`config.mk`:
```
export PLATFORM = sky130hd
export DESIGN_NAME = reg_file_2r1w_flat
export DESIGN_NICKNAME = d
export VERILOG_FILES = /design/src/rtl/reg_file_2r1w_pkg.sv /design/src/rtl/reg_file_2r1w_if.sv /design/src/rtl/reg_file_2r1w_scoreboard.sv /design/src/rtl/reg_file_2r1w.sv /design/src/flat_wrapper.sv
export SDC_FILE = /design/constraint.sdc
export NUM_CORES = 2
export LEC_CHECK = 0
export CORE_ASPECT_RATIO = 0.75
export CORE_MARGIN = 4
export CORE_UTILIZATION = 50
export CTS_BUF_LIST = sky130_fd_sc_hd__clkbuf_8
export CTS_CLUSTER_DIAMETER = 150
export DETAILED_ROUTE_END_ITERATION = 8
export PLACE_DENSITY = 0.66
export SETUP_SLACK_MARGIN = 0.3
export SLEW_MARGIN = 5
export SYNTH_ARGS = -nofsm -noshare
export SYNTH_HDL_FRONTEND = slang
export SYNTH_SLANG_ARGS = --single-unit
export TNS_END_PERCENT = 5
```
`constraint.sdc`:
```
create_clock -name clk -period 41.4 [get_ports clk]
set_clock_uncertainty 0.1 [all_clocks]
set_input_delay 8.28 -clock clk [delete_from_list [all_inputs] [get_ports clk]]
set_output_delay 8.28 -clock clk [all_outputs]
set_load 0.05 [all_outputs]
```
`src/rtl/reg_file_2r1w_pkg.sv`:
```
// Shared CPU register-file constants.
// Default widths and the hard-wired zero register.
package reg_file_2r1w_pkg;

  localparam int CPU_DATA_W = 32;
  localparam int CPU_ADDR_W = 5;
  localparam int REG_ZERO   = 0;

endpackage

```
`src/rtl/reg_file_2r1w_if.sv`:
```
// Decode/writeback side bundle of the register file.
// master drives addresses and strobes, slave returns data.
interface reg_file_2r1w_if
  import reg_file_2r1w_pkg::*;
#(
  parameter int DATA_W = CPU_DATA_W,
  parameter int ADDR_W = CPU_ADDR_W
);

  logic [ADDR_W-1:0] rs1_addr;
  logic [DATA_W-1:0] rs1_data;
  logic              rs1_busy;
  logic [ADDR_W-1:0] rs2_addr;
  logic [DATA_W-1:0] rs2_data;
  logic              rs2_busy;
  logic              wr_en;
  logic [ADDR_W-1:0] wr_addr;
  logic [DATA_W-1:0] wr_data;
  logic              issue_en;
  logic [ADDR_W-1:0] issue_rd;

  modport master (
    output rs1_addr, rs2_addr,
    output wr_en, wr_addr, wr_data,
    output issue_en, issue_rd,
    input  rs1_data, rs1_busy,
    input  rs2_data, rs2_busy
  );

  modport slave (
    input  rs1_addr, rs2_addr,
    input  wr_en, wr_addr, wr_data,
    input  issue_en, issue_rd,
    output rs1_data, rs1_busy,
    output rs2_data, rs2_busy
  );

endinterface

```
`src/rtl/reg_file_2r1w_scoreboard.sv`:
```
// Per-register busy bits for RAW hazard detection.
// Issue sets, writeback clears, issue wins on collision.
module reg_scoreboard
  import reg_file_2r1w_pkg::*;
#(
  parameter int ADDR_W   = CPU_ADDR_W,
  parameter int ZERO_REG = 1,
  parameter int BYPASS   = 1
) (
  input  logic              clk,
  input  logic              reset,
  input  logic              issue_en_i,
  input  logic [ADDR_W-1:0] issue_rd_i,
  input  logic              wr_en_i,
  input  logic [ADDR_W-1:0] wr_addr_i,
  input  logic [ADDR_W-1:0] rs1_addr_i,
  input  logic [ADDR_W-1:0] rs2_addr_i,
  output logic              rs1_busy_o,
  output logic              rs2_busy_o
);

  localparam int DEPTH = 1 << ADDR_W;

  logic [DEPTH-1:0] busy_q;
  logic [DEPTH-1:0] busy_d;
  logic             rs1_res;
  logic             rs2_res;

  // next busy vector: set beats clear, r0 never busy
  always_comb begin
    busy_d = busy_q;
    for (int i = 0; i < DEPTH; i++) begin
      if (issue_en_i && issue_rd_i == ADDR_W'(i))
        busy_d[i] = 1'b1;
      else if (wr_en_i && wr_addr_i == ADDR_W'(i))
        busy_d[i] = 1'b0;
    end
    if (ZERO_REG != 0)
      busy_d[REG_ZERO] = 1'b0;
  end

  // busy vector register
  always_ff @(posedge clk or posedge reset) begin
    if (reset) busy_q <= '0;
    else       busy_q <= busy_d;
  end

  // a bypassed write this cycle resolves the hazard
  always_comb begin
    rs1_res = (BYPASS != 0) && wr_en_i
            && wr_addr_i == rs1_addr_i
            && !(issue_en_i && issue_rd_i == rs1_addr_i);
    rs2_res = (BYPASS != 0) && wr_en_i
            && wr_addr_i == rs2_addr_i
            && !(issue_en_i && issue_rd_i == rs2_addr_i);
    rs1_busy_o = busy_q[rs1_addr_i] && !rs1_res;
    rs2_busy_o = busy_q[rs2_addr_i] && !rs2_res;
  end

endmodule

```
`src/rtl/reg_file_2r1w.sv`:
```
// Two-read one-write GPR file with write bypass.
// Busy tracking lives in reg_scoreboard.
module reg_file_2r1w
  import reg_file_2r1w_pkg::*;
#(
  parameter int DATA_W   = CPU_DATA_W,
  parameter int ADDR_W   = CPU_ADDR_W,
  parameter int ZERO_REG = 1,
  parameter int BYPASS   = 1
) (
  input  logic             clk,
  input  logic             reset,
  reg_file_2r1w_if.slave   rf
);

  localparam int DEPTH = 1 << ADDR_W;

  logic [DATA_W-1:0] mem_q [DEPTH];
  logic [DATA_W-1:0] mem_d [DEPTH];
  logic              wr_ok;

  // writes to the zero register are dropped
  always_comb begin
    wr_ok = rf.wr_en;
    if (ZERO_REG != 0 && rf.wr_addr == ADDR_W'(REG_ZERO))
      wr_ok = 1'b0;
    mem_d = mem_q;
    if (wr_ok)
      mem_d[rf.wr_addr] = rf.wr_data;
  end

  // storage array
  always_ff @(posedge clk or posedge reset) begin
    if (reset) mem_q <= '{default: '0};
    else       mem_q <= mem_d;
  end

  // read port 1: zero reg, then bypass, then array
  always_comb begin
    rf.rs1_data = mem_q[rf.rs1_addr];
    if (BYPASS != 0 && rf.wr_en
        && rf.wr_addr == rf.rs1_addr)
      rf.rs1_data = rf.wr_data;
    if (ZERO_REG != 0
        && rf.rs1_addr == ADDR_W'(REG_ZERO))
      rf.rs1_data = '0;
  end

  // read port 2: zero reg, then bypass, then array
  always_comb begin
    rf.rs2_data = mem_q[rf.rs2_addr];
    if (BYPASS != 0 && rf.wr_en
        && rf.wr_addr == rf.rs2_addr)
      rf.rs2_data = rf.wr_data;
    if (ZERO_REG != 0
        && rf.rs2_addr == ADDR_W'(REG_ZERO))
      rf.rs2_data = '0;
  end

  reg_scoreboard #(
    .ADDR_W  (ADDR_W),
    .ZERO_REG(ZERO_REG),
    .BYPASS  (BYPASS)
  ) u_sb (
    .clk       (clk),
    .reset     (reset),
    .issue_en_i(rf.issue_en),
    .issue_rd_i(rf.issue_rd),
    .wr_en_i   (rf.wr_en),
    .wr_addr_i (rf.wr_addr),
    .rs1_addr_i(rf.rs1_addr),
    .rs2_addr_i(rf.rs2_addr),
    .rs1_busy_o(rf.rs1_busy),
    .rs2_busy_o(rf.rs2_busy)
  );

endmodule
```
`src/flat_wrapper.sv`:
```
// flat-port wrapper written by rule: the top's interface ports become plain ports
module reg_file_2r1w_flat import reg_file_2r1w_pkg::*;
#(
  parameter int DATA_W   = CPU_DATA_W,
  parameter int ADDR_W   = CPU_ADDR_W,
  parameter int ZERO_REG = 1,
  parameter int BYPASS   = 1
)
  (clk, reset, rf_rs1_addr, rf_rs2_addr, rf_wr_en, rf_wr_addr, rf_wr_data, rf_issue_en, rf_issue_rd, rf_rs1_data, rf_rs1_busy, rf_rs2_data, rf_rs2_busy);
  reg_file_2r1w_if #(.DATA_W(DATA_W), .ADDR_W(ADDR_W)) rf_i ();
  input  logic clk;
  input  logic reset;
  input wire logic [$bits(rf_i.rs1_addr)-1:0] rf_rs1_addr;
  input wire logic [$bits(rf_i.rs2_addr)-1:0] rf_rs2_addr;
  input wire logic [$bits(rf_i.wr_en)-1:0] rf_wr_en;
  input wire logic [$bits(rf_i.wr_addr)-1:0] rf_wr_addr;
  input wire logic [$bits(rf_i.wr_data)-1:0] rf_wr_data;
  input wire logic [$bits(rf_i.issue_en)-1:0] rf_issue_en;
  input wire logic [$bits(rf_i.issue_rd)-1:0] rf_issue_rd;
  output wire logic [$bits(rf_i.rs1_data)-1:0] rf_rs1_data;
  output wire logic [$bits(rf_i.rs1_busy)-1:0] rf_rs1_busy;
  output wire logic [$bits(rf_i.rs2_data)-1:0] rf_rs2_data;
  output wire logic [$bits(rf_i.rs2_busy)-1:0] rf_rs2_busy;
  assign rf_i.rs1_addr = rf_rs1_addr;
  assign rf_i.rs2_addr = rf_rs2_addr;
  assign rf_i.wr_en = rf_wr_en;
  assign rf_i.wr_addr = rf_wr_addr;
  assign rf_i.wr_data = rf_wr_data;
  assign rf_i.issue_en = rf_issue_en;
  assign rf_i.issue_rd = rf_issue_rd;
  assign rf_rs1_data = rf_i.rs1_data;
  assign rf_rs1_busy = rf_i.rs1_busy;
  assign rf_rs2_data = rf_i.rs2_data;
  assign rf_rs2_busy = rf_i.rs2_busy;
  reg_file_2r1w #(.DATA_W(DATA_W), .ADDR_W(ADDR_W), .ZERO_REG(ZERO_REG), .BYPASS(BYPASS)) u_core (.clk(clk), .reset(reset), .rf(rf_i));
endmodule
```
Word level (Yosys, flattened, before mapping)
Cells that the tools add are included.
{"block": "classes", "bitwise_logic": 3, "n_lt_le_gt_ge": 6, "n_reduce_logical": 109, "mux": 80, "n_eq_ne": 66}
{"operator": "1024-bit bitwise mux", "n": 1}
{"operator": "32-bit binary-select mux with 5-bit select", "n": 2}
{"operator": "32-bit two-way mux", "n": 9}
{"operator": "32-bit demux with 5-bit select", "n": 1}
{"operator": "5-bit equality test (second input constant)", "n": 32}
{"operator": "5-bit by 4-bit equality test with 1-bit output (second input constant)", "n": 16}
{"operator": "1-bit logical AND", "n": 71}
{"operator": "1-bit two-way mux", "n": 65}
{"operator": "2-bit nonzero test", "n": 31}
{"operator": "5-bit by 3-bit equality test with 1-bit output (second input constant)", "n": 8}
{"operator": "5-bit by 2-bit equality test with 1-bit output (second input constant)", "n": 4}
{"operator": "5-bit equality test", "n": 4}
{"operator": "6-bit greater-or-equal comparator (second input constant)", "n": 3}
{"operator": "5-bit NOT with 6-bit output", "n": 3}
{"operator": "5-bit zero test", "n": 3}
{"operator": "5-bit by 6-bit < comparator with 1-bit output (second input constant)", "n": 2}
{"operator": "1-bit binary-select mux with 5-bit select", "n": 2}
{"operator": "5-bit by 1-bit equality test with 1-bit output (second input constant)", "n": 2}
{"operator": "6-bit by 1-bit < comparator with 1-bit output (second input constant)", "n": 1}
{"operator": "1-bit zero test", "n": 4}
{"block": "word_totals", "in_bits": 56, "word_cells": 327, "regBits": 1055, "out_inout_bits": 66}

Depth between registers and ports, before layout
{"block": "depth", "ltp_word": 6, "ltp_mapped": 10, "depth_no_buf": 5}

Hierarchy
From an unflattened synthesis, not the netlist that was laid out.
{"block": "unflattened", "cells_unflattened": 4051, "hier_area_um2": 57004.7}
{"module": "reg_file_2r1w", "cells_per_inst": 3823, "instances": 1, "area_per_inst_um2": 54798.8, "seq_area_each_um2": 25624.6}
{"module": "reg_scoreboard", "cells_per_inst": 228, "instances": 1, "area_per_inst_um2": 2205.9, "seq_area_each_um2": 775.7}

Least setup slack after synthesis
No wires, ideal clock.
{"block": "synth_path", "path_kind": "in2out", "startpoint": "input port rf_rs1_addr[0]", "endpoint": "output port rf_rs1_data[14]", "path_slack_ps": 22537, "n_path_buf": 6, "cell_stages": 10, "t_arrival_ps": 10483, "required_ps": 33020, "cell_sequence": "buf_4 -> buf_6 -> buf_12 -> buf_12 -> buf_8 -> buf_8 -> mux2i_1 -> a221oi_1 -> o211ai_1 -> a31oi_1"}
{"block": "synth_via", "elab_chain_len": 6, "elab_cells_between_ends": 9, "classes_between": "1 x eq/ne; 5 x mux; 1 x bitwise; 2 x reduce/logical"}
{"element": "start: declaration", "line_no": "flat_wrapper.sv:13", "source": "input wire logic [$bits(rf_i.rs1_addr)-1:0] rf_rs1_addr;"}
{"element": "5-bit NOT with 6-bit output (implied by the code)", "line_no": "reg_file_2r1w.sv:40", "source": "rf.rs1_data = mem_q[rf.rs1_addr];"}
{"element": "32-bit binary-select mux with 5-bit select", "line_no": "reg_file_2r1w.sv:40"}
{"element": "32-bit two-way mux (implied by the code) (2 in series)", "line_no": "reg_file_2r1w.sv:40"}
{"element": "32-bit two-way mux", "line_no": "reg_file_2r1w.sv:41", "source": "if (BYPASS != 0 && rf.wr_en"}
{"element": "32-bit two-way mux (*)", "line_no": "reg_file_2r1w.sv:44", "source": "if (ZERO_REG != 0"}
{"element": "end: declaration", "line_no": "flat_wrapper.sv:20", "source": "output wire logic [$bits(rf_i.rs1_data)-1:0] rf_rs1_data;"}
Mark *: on every way between the ends. The rest lies on a longest branch, timed or not. The select of a mux whose other input is x is not followed.

Worst setup path after layout
{"block": "layout_path", "startpoint": "input port rf_rs2_addr[0]", "endpoint": "output port rf_rs2_data[21]"}
{"block": "layout_via", "elab_chain_len": 6, "elab_cells_between_ends": 9, "classes_between": "1 x eq/ne; 5 x mux; 1 x bitwise; 2 x reduce/logical"}
{"element": "start: declaration", "line_no": "flat_wrapper.sv:14", "source": "input wire logic [$bits(rf_i.rs2_addr)-1:0] rf_rs2_addr;"}
{"element": "5-bit NOT with 6-bit output (implied by the code)", "line_no": "reg_file_2r1w.sv:51", "source": "rf.rs2_data = mem_q[rf.rs2_addr];"}
{"element": "32-bit binary-select mux with 5-bit select", "line_no": "reg_file_2r1w.sv:51"}
{"element": "32-bit two-way mux (implied by the code) (2 in series)", "line_no": "reg_file_2r1w.sv:51"}
{"element": "32-bit two-way mux", "line_no": "reg_file_2r1w.sv:52", "source": "if (BYPASS != 0 && rf.wr_en"}
{"element": "32-bit two-way mux (*)", "line_no": "reg_file_2r1w.sv:55", "source": "if (ZERO_REG != 0"}
{"element": "end: declaration", "line_no": "flat_wrapper.sv:22", "source": "output wire logic [$bits(rf_i.rs2_data)-1:0] rf_rs2_data;"}
Marked as above.

==> qor.log <==
[place] placed wire-length estimate 97,090 µm
[worst_setup_path] Worst Path Required 33.02 ns
[detailed_routing] number of DRC violations after detailed routing 0
[grt] antenna violations before repair 6
[power_and_ir_drop] Tot Pwr 0.002972 W
[timing] setup tns final 0 ns
[worst_setup_path] most used cell, CP sky130_fd_sc_hd__buf_4
[cells_and_area] Layout Area Growth over Synthesis 10.05%
[logic_synthesis] leading area contributor after synthesis sky130_fd_sc_hd__dfrtp_1
[floorplanning] horizontal die dimension 395.0 µm
[logic_synthesis] average size of a mapped cell 14.94 µm²
[timing] min cycle time layout 21.75 ns
[worst_setup_path] type of the setup path with the least slack in2out
[grt] global-route wire length before repair 268,700 µm
[logic_synthesis] number of cells produced by synthesis 3,759
[timing] RSZ-0062 raised after global routing no
[timing] Hold Slack 0.2968 ns
[worst_setup_path] worst endpoint data arrival time 13.37 ns
[logic_synthesis] Async SR Flop Fraction 100.0%
[worst_setup_path] CP endpoint kind output port
[worst_setup_path] chain of cells forming the critical path buf_8 > buf_4 > buf_4 > buf_4 > mux4_2 > o22ai_1 > nor2_1 > a32o_1 > clkdlybuf4s50_1
[clocking] Inserted Clock Buffers 171
[floorplanning] Die ar. 0.1178 mm²
[logic_synthesis] post-synthesis net count 3,815
[clocking] cells resized by post-CTS repair 0
[worst_setup_path] delay contributed by the slowest stage of the critical path 0.82 ns
[grt] largest net degree at the start of global routing 159
[worst_setup_path] Buffers & Inverters on Critical Path 5
[logic_synthesis] unique cell type count in the Yosys netlist 60
[floorplanning] total I/O pin count 122
[run_status] run status complete, no violations
[logic_synthesis] Synthesis Warnings 0
[power_and_ir_drop] Gate power share 22.3%
[logic_synthesis] post-synthesis cell area 0.05616 mm²
[worst_setup_path] crit-path leading delay family buffers and inverters
[floorplanning] core area 0.1114 mm²
[place] gp weighted congestion 0.8088
[clocking] number of buffers inserted by post-CTS setup repair 0
[worst_setup_path] CP endpoint rf_rs2_data[21]
[timing] final cycle utilization of the critical path 52.54%
[run] max-cap violation count 0
[min_path] worst hold path class reg2reg
[floorplanning] placement row count 106
[worst_setup_path] worst-path maximum fanout 71
[power_and_ir_drop] Switching Fraction 29.30%
[timing] setup-violating endpoint count in the final report 0
[worst_setup_path] worst-case register-to-register setup slack 40.48 ns
[clocking] clock edge transition at the registers on the reported setup and hold paths 0.05 ns
[floorplanning] Chip Height 298.3 µm
[timing] final hold violation count 0
[power_and_ir_drop] leakage 26.76 nW
[logic_synthesis] Main synth FF type sky130_fd_sc_hd__dfrtp_1
[clocking] clock latency at the later pin of the worst-skew pair 0.86 ns
[worst_setup_path] number of cell instances on the worst register-to-register path 1
[clocking] Root Driver sky130_fd_sc_hd__clkbuf_8
[timing] worst max-slew margin expressed relative to the limit 11.70%
[timing] number of max-slew violations in the final report 0
[logic_synthesis] Area contributors post-synth sky130_fd_sc_hd__dfrtp_1 (47%), sky130_fd_sc_hd__mux4_2 (19%), sky130_fd_sc_hd__mux2_2 (19%), sky130_fd_sc_hd__mux2i_1 (2.0%), sky130_fd_sc_hd__clkbuf_1 (1.6%)
[clocking] level count of the clock H-tree 4
[grt] vias in the first global route 37,130
[cells_and_area] Filler cells 9,009
[worst_setup_path] capture instance of the worst register-to-register path u_core.mem_q[19]
[worst_setup_path] origin of the worst setup path rf_rs2_addr[0]
[grt] total routing resource utilization after global routing 31.39%
[detailed_routing] via count of the routed design 37,300
[cells_and_area] share of cells above drive strength 1 49.13%
[worst_setup_path] kind of launch point of the worst setup path primary input
[detailed_routing] post-detailed-route count of antenna-violating nets 0
[power_and_ir_drop] internal cell power 0.002101 W
[logic_synthesis] synthesized flop and latch total 1,055
[detailed_routing] total wire length after detailed routing 185,800 µm
[detailed_routing] DR iter-0 viols 4,687
[logic_synthesis] sequential share of the synthesized area 47.01%
[power_and_ir_drop] Clock power frac 31.4%
[cells_and_area] fraction of the core area covered by cells at the end of the flow 55.48%
[worst_setup_path] Levels on crit path 9
[power_and_ir_drop] PD cells 48.08 mW/mm²
[logic_synthesis] area share of the largest cell type after synthesis 47.01%
[logic_synthesis] number of enable-type register cells in the synthesized netlist 0
[power_and_ir_drop] fraction of power consumed by sequential logic 46.3%
[clocking] TritonCTS clock tree built
[clocking] total of hold buffers inserted after clock tree synthesis 0
[timing] measured slew at the worst slew-check pin 1.320 ns
[timing] highest clock rate 45.97 MHz
[worst_setup_path] Worst R2R Start u_core.mem_q[19]
[grt] residual overflow from global routing 0
[detailed_routing] Routed wire per std cell 34.97 µm
[cells_and_area] final layout net count 3,777
[floorplanning] starting density of the core 50.41%
[place] IO buf count 121
[clocking] clock tree buffer depth 3
[detailed_routing] post-DR vias/cell 7.022
[detailed_routing] first-pass detailed-route iteration total 8
[power_and_ir_drop] switching power total 0.0008708 W
[power_and_ir_drop] Peak supply drop 24.03 µV
[clocking] number of sinks on the clock net 1,055
[worst_setup_path] critical-path cell with the highest stage delay sky130_fd_sc_hd__buf_4
-- logic make-up after synthesis --
group / Yosys count / synth area share [%]
buffers and inverters: 445 / 3.738
AND/OR/NAND/NOR: 219 / 1.756
multiplexers: 1593 / 41.66
XOR/XNOR: 20 / 0.3119
flip-flops: 1055 / 47.01
AO/OA/AOI/OAI: 427 / 5.523
-- final cells by class --
type | instances | area, µm² | area share (%)
diodes | 5 | 12.51 | 0.02024
multi-input cells | 2259 | 27970 | 45.26
inverters | 8 | 37.54 | 0.06073
clock inverters | 81 | 460.4 | 0.7450
repair buffers | 226 | 2069 | 3.348
flip-flops and latches | 1055 | 26400 | 42.71
clock buffers | 220 | 3028 | 4.899
well taps | 1458 | 1824 | 2.952
-- flip-flops by register name (all words and copies together) (netlist names) --
signal,flops
u_core.mem_q,1024
u_core.u_sb.busy_q,31
-- through the flow --
step,setup slack (ns),area (µm²),std cells
after global routing,19.21,61800,5310
after CTS,19.51,61790,5307
after global placement,19.51,58310,5006
after floorplan,3.325,56160,3759
after detailed placement,19.51,58310,5006
final,19.65,61810,5312
-- power groups by stage --
stage | Combinational, W | Sequential [W] | Clock [W]
6_report | 0.000662 | 0.00138 | 0.000934
5_1_grt | 0.000703 | 0.00140 | 0.000994
4_1_cts | 0.000661 | 0.00137 | 0.000948
3_5_place_dp | 0.000659 | 0.00138 | 0
3_3_place_gp | 0.000646 | 0.00138 | 0
2_1_floorplan | 0.000525 | 0.00134 | 0
-- per-layer routing --
metal | GRT usage, % | share of wire [%] | up-vias
met5 | 0.2029 | 0.0065 | -
met4 | 11.17 | 3.2 | 2
met3 | 9.619 | 11 | 402
met2 | 43.50 | 43 | 2160
met1 | 46.80 | 43 | 20140
li1 | - | - | 14600
-- cell usage after synthesis (6+ instances only) --
cell,n
sky130_fd_sc_hd__nand2b_1,7
sky130_fd_sc_hd__dfrtp_1,1055
sky130_fd_sc_hd__a31oi_1,8
sky130_fd_sc_hd__nand3_1,16
sky130_fd_sc_hd__xnor2_1,10
sky130_fd_sc_hd__a221o_1,12
sky130_fd_sc_hd__nor3_1,6
sky130_fd_sc_hd__nor2_1,104
sky130_fd_sc_hd__nand2_1,47
sky130_fd_sc_hd__o22ai_1,128
sky130_fd_sc_hd__buf_1,39
sky130_fd_sc_hd__a22oi_1,70
sky130_fd_sc_hd__a32o_1,38
sky130_fd_sc_hd__nor2b_1,8
sky130_fd_sc_hd__a221oi_1,19
sky130_fd_sc_hd__buf_4,9
sky130_fd_sc_hd__a22o_1,22
sky130_fd_sc_hd__mux4_2,486
sky130_fd_sc_hd__a21oi_1,35
sky130_fd_sc_hd__mux2_4,35
sky130_fd_sc_hd__o21ai_0,34
sky130_fd_sc_hd__mux2i_1,114
sky130_fd_sc_hd__o22a_1,6
sky130_fd_sc_hd__inv_1,8
sky130_fd_sc_hd__buf_2,118
sky130_fd_sc_hd__clkbuf_1,242
sky130_fd_sc_hd__buf_6,21
sky130_fd_sc_hd__o211ai_1,20
sky130_fd_sc_hd__mux2_2,958
sky130_fd_sc_hd__xor2_1,10
sky130_fd_sc_hd__o221a_2,7
-- cell usage in the layout, fill, tap and decap left out, types with 6 or more instances in the layout --
cell type                         count
sky130_fd_sc_hd__a21oi_1             35
sky130_fd_sc_hd__a221o_1             12
sky130_fd_sc_hd__a221oi_1            19
sky130_fd_sc_hd__a22o_1              22
sky130_fd_sc_hd__a22oi_1             70
sky130_fd_sc_hd__a31oi_1              8
sky130_fd_sc_hd__a32o_1              38
sky130_fd_sc_hd__buf_4              101
sky130_fd_sc_hd__clkbuf_8           220
sky130_fd_sc_hd__clkdlybuf4s50_1    114
sky130_fd_sc_hd__clkinv_2             8
sky130_fd_sc_hd__dfrtp_1           1055
sky130_fd_sc_hd__inv_1               66
sky130_fd_sc_hd__mux2_2             958
sky130_fd_sc_hd__mux2_4              35
sky130_fd_sc_hd__mux2i_1            114
sky130_fd_sc_hd__mux4_2             486
sky130_fd_sc_hd__nand2_1             34
sky130_fd_sc_hd__nand2_4             11
sky130_fd_sc_hd__nand2b_1             7
sky130_fd_sc_hd__nand3_1             11
sky130_fd_sc_hd__nor2_1              89
sky130_fd_sc_hd__nor2_4              15
sky130_fd_sc_hd__nor2b_1              7
sky130_fd_sc_hd__o211ai_1            20
sky130_fd_sc_hd__o21ai_0             34
sky130_fd_sc_hd__o221a_2              7
sky130_fd_sc_hd__o22a_1               6
sky130_fd_sc_hd__o22ai_1            128
sky130_fd_sc_hd__xnor2_1             10
sky130_fd_sc_hd__xor2_1              10
-- worst min-delay path by stage --
stage	from	depth (start not counted)	slack [ns]	endpoint
2_1_floorplan	u_core.mem_q[1000]	1	0.34	u_core.mem_q[1000]
3_3_place_gp	u_core.mem_q[993]	0	0.28	u_core.mem_q[993]
3_5_place_dp	u_core.mem_q[1000]	0	0.28	u_core.mem_q[1000]
4_1_cts	u_core.mem_q[1000]	0	0.30	u_core.mem_q[1000]
5_1_grt	u_core.mem_q[1004]	0	0.31	u_core.mem_q[1004]
6_report	u_core.mem_q[996]	0	0.30	u_core.mem_q[996]
Note: power is estimated with default switching activity, not from simulation.
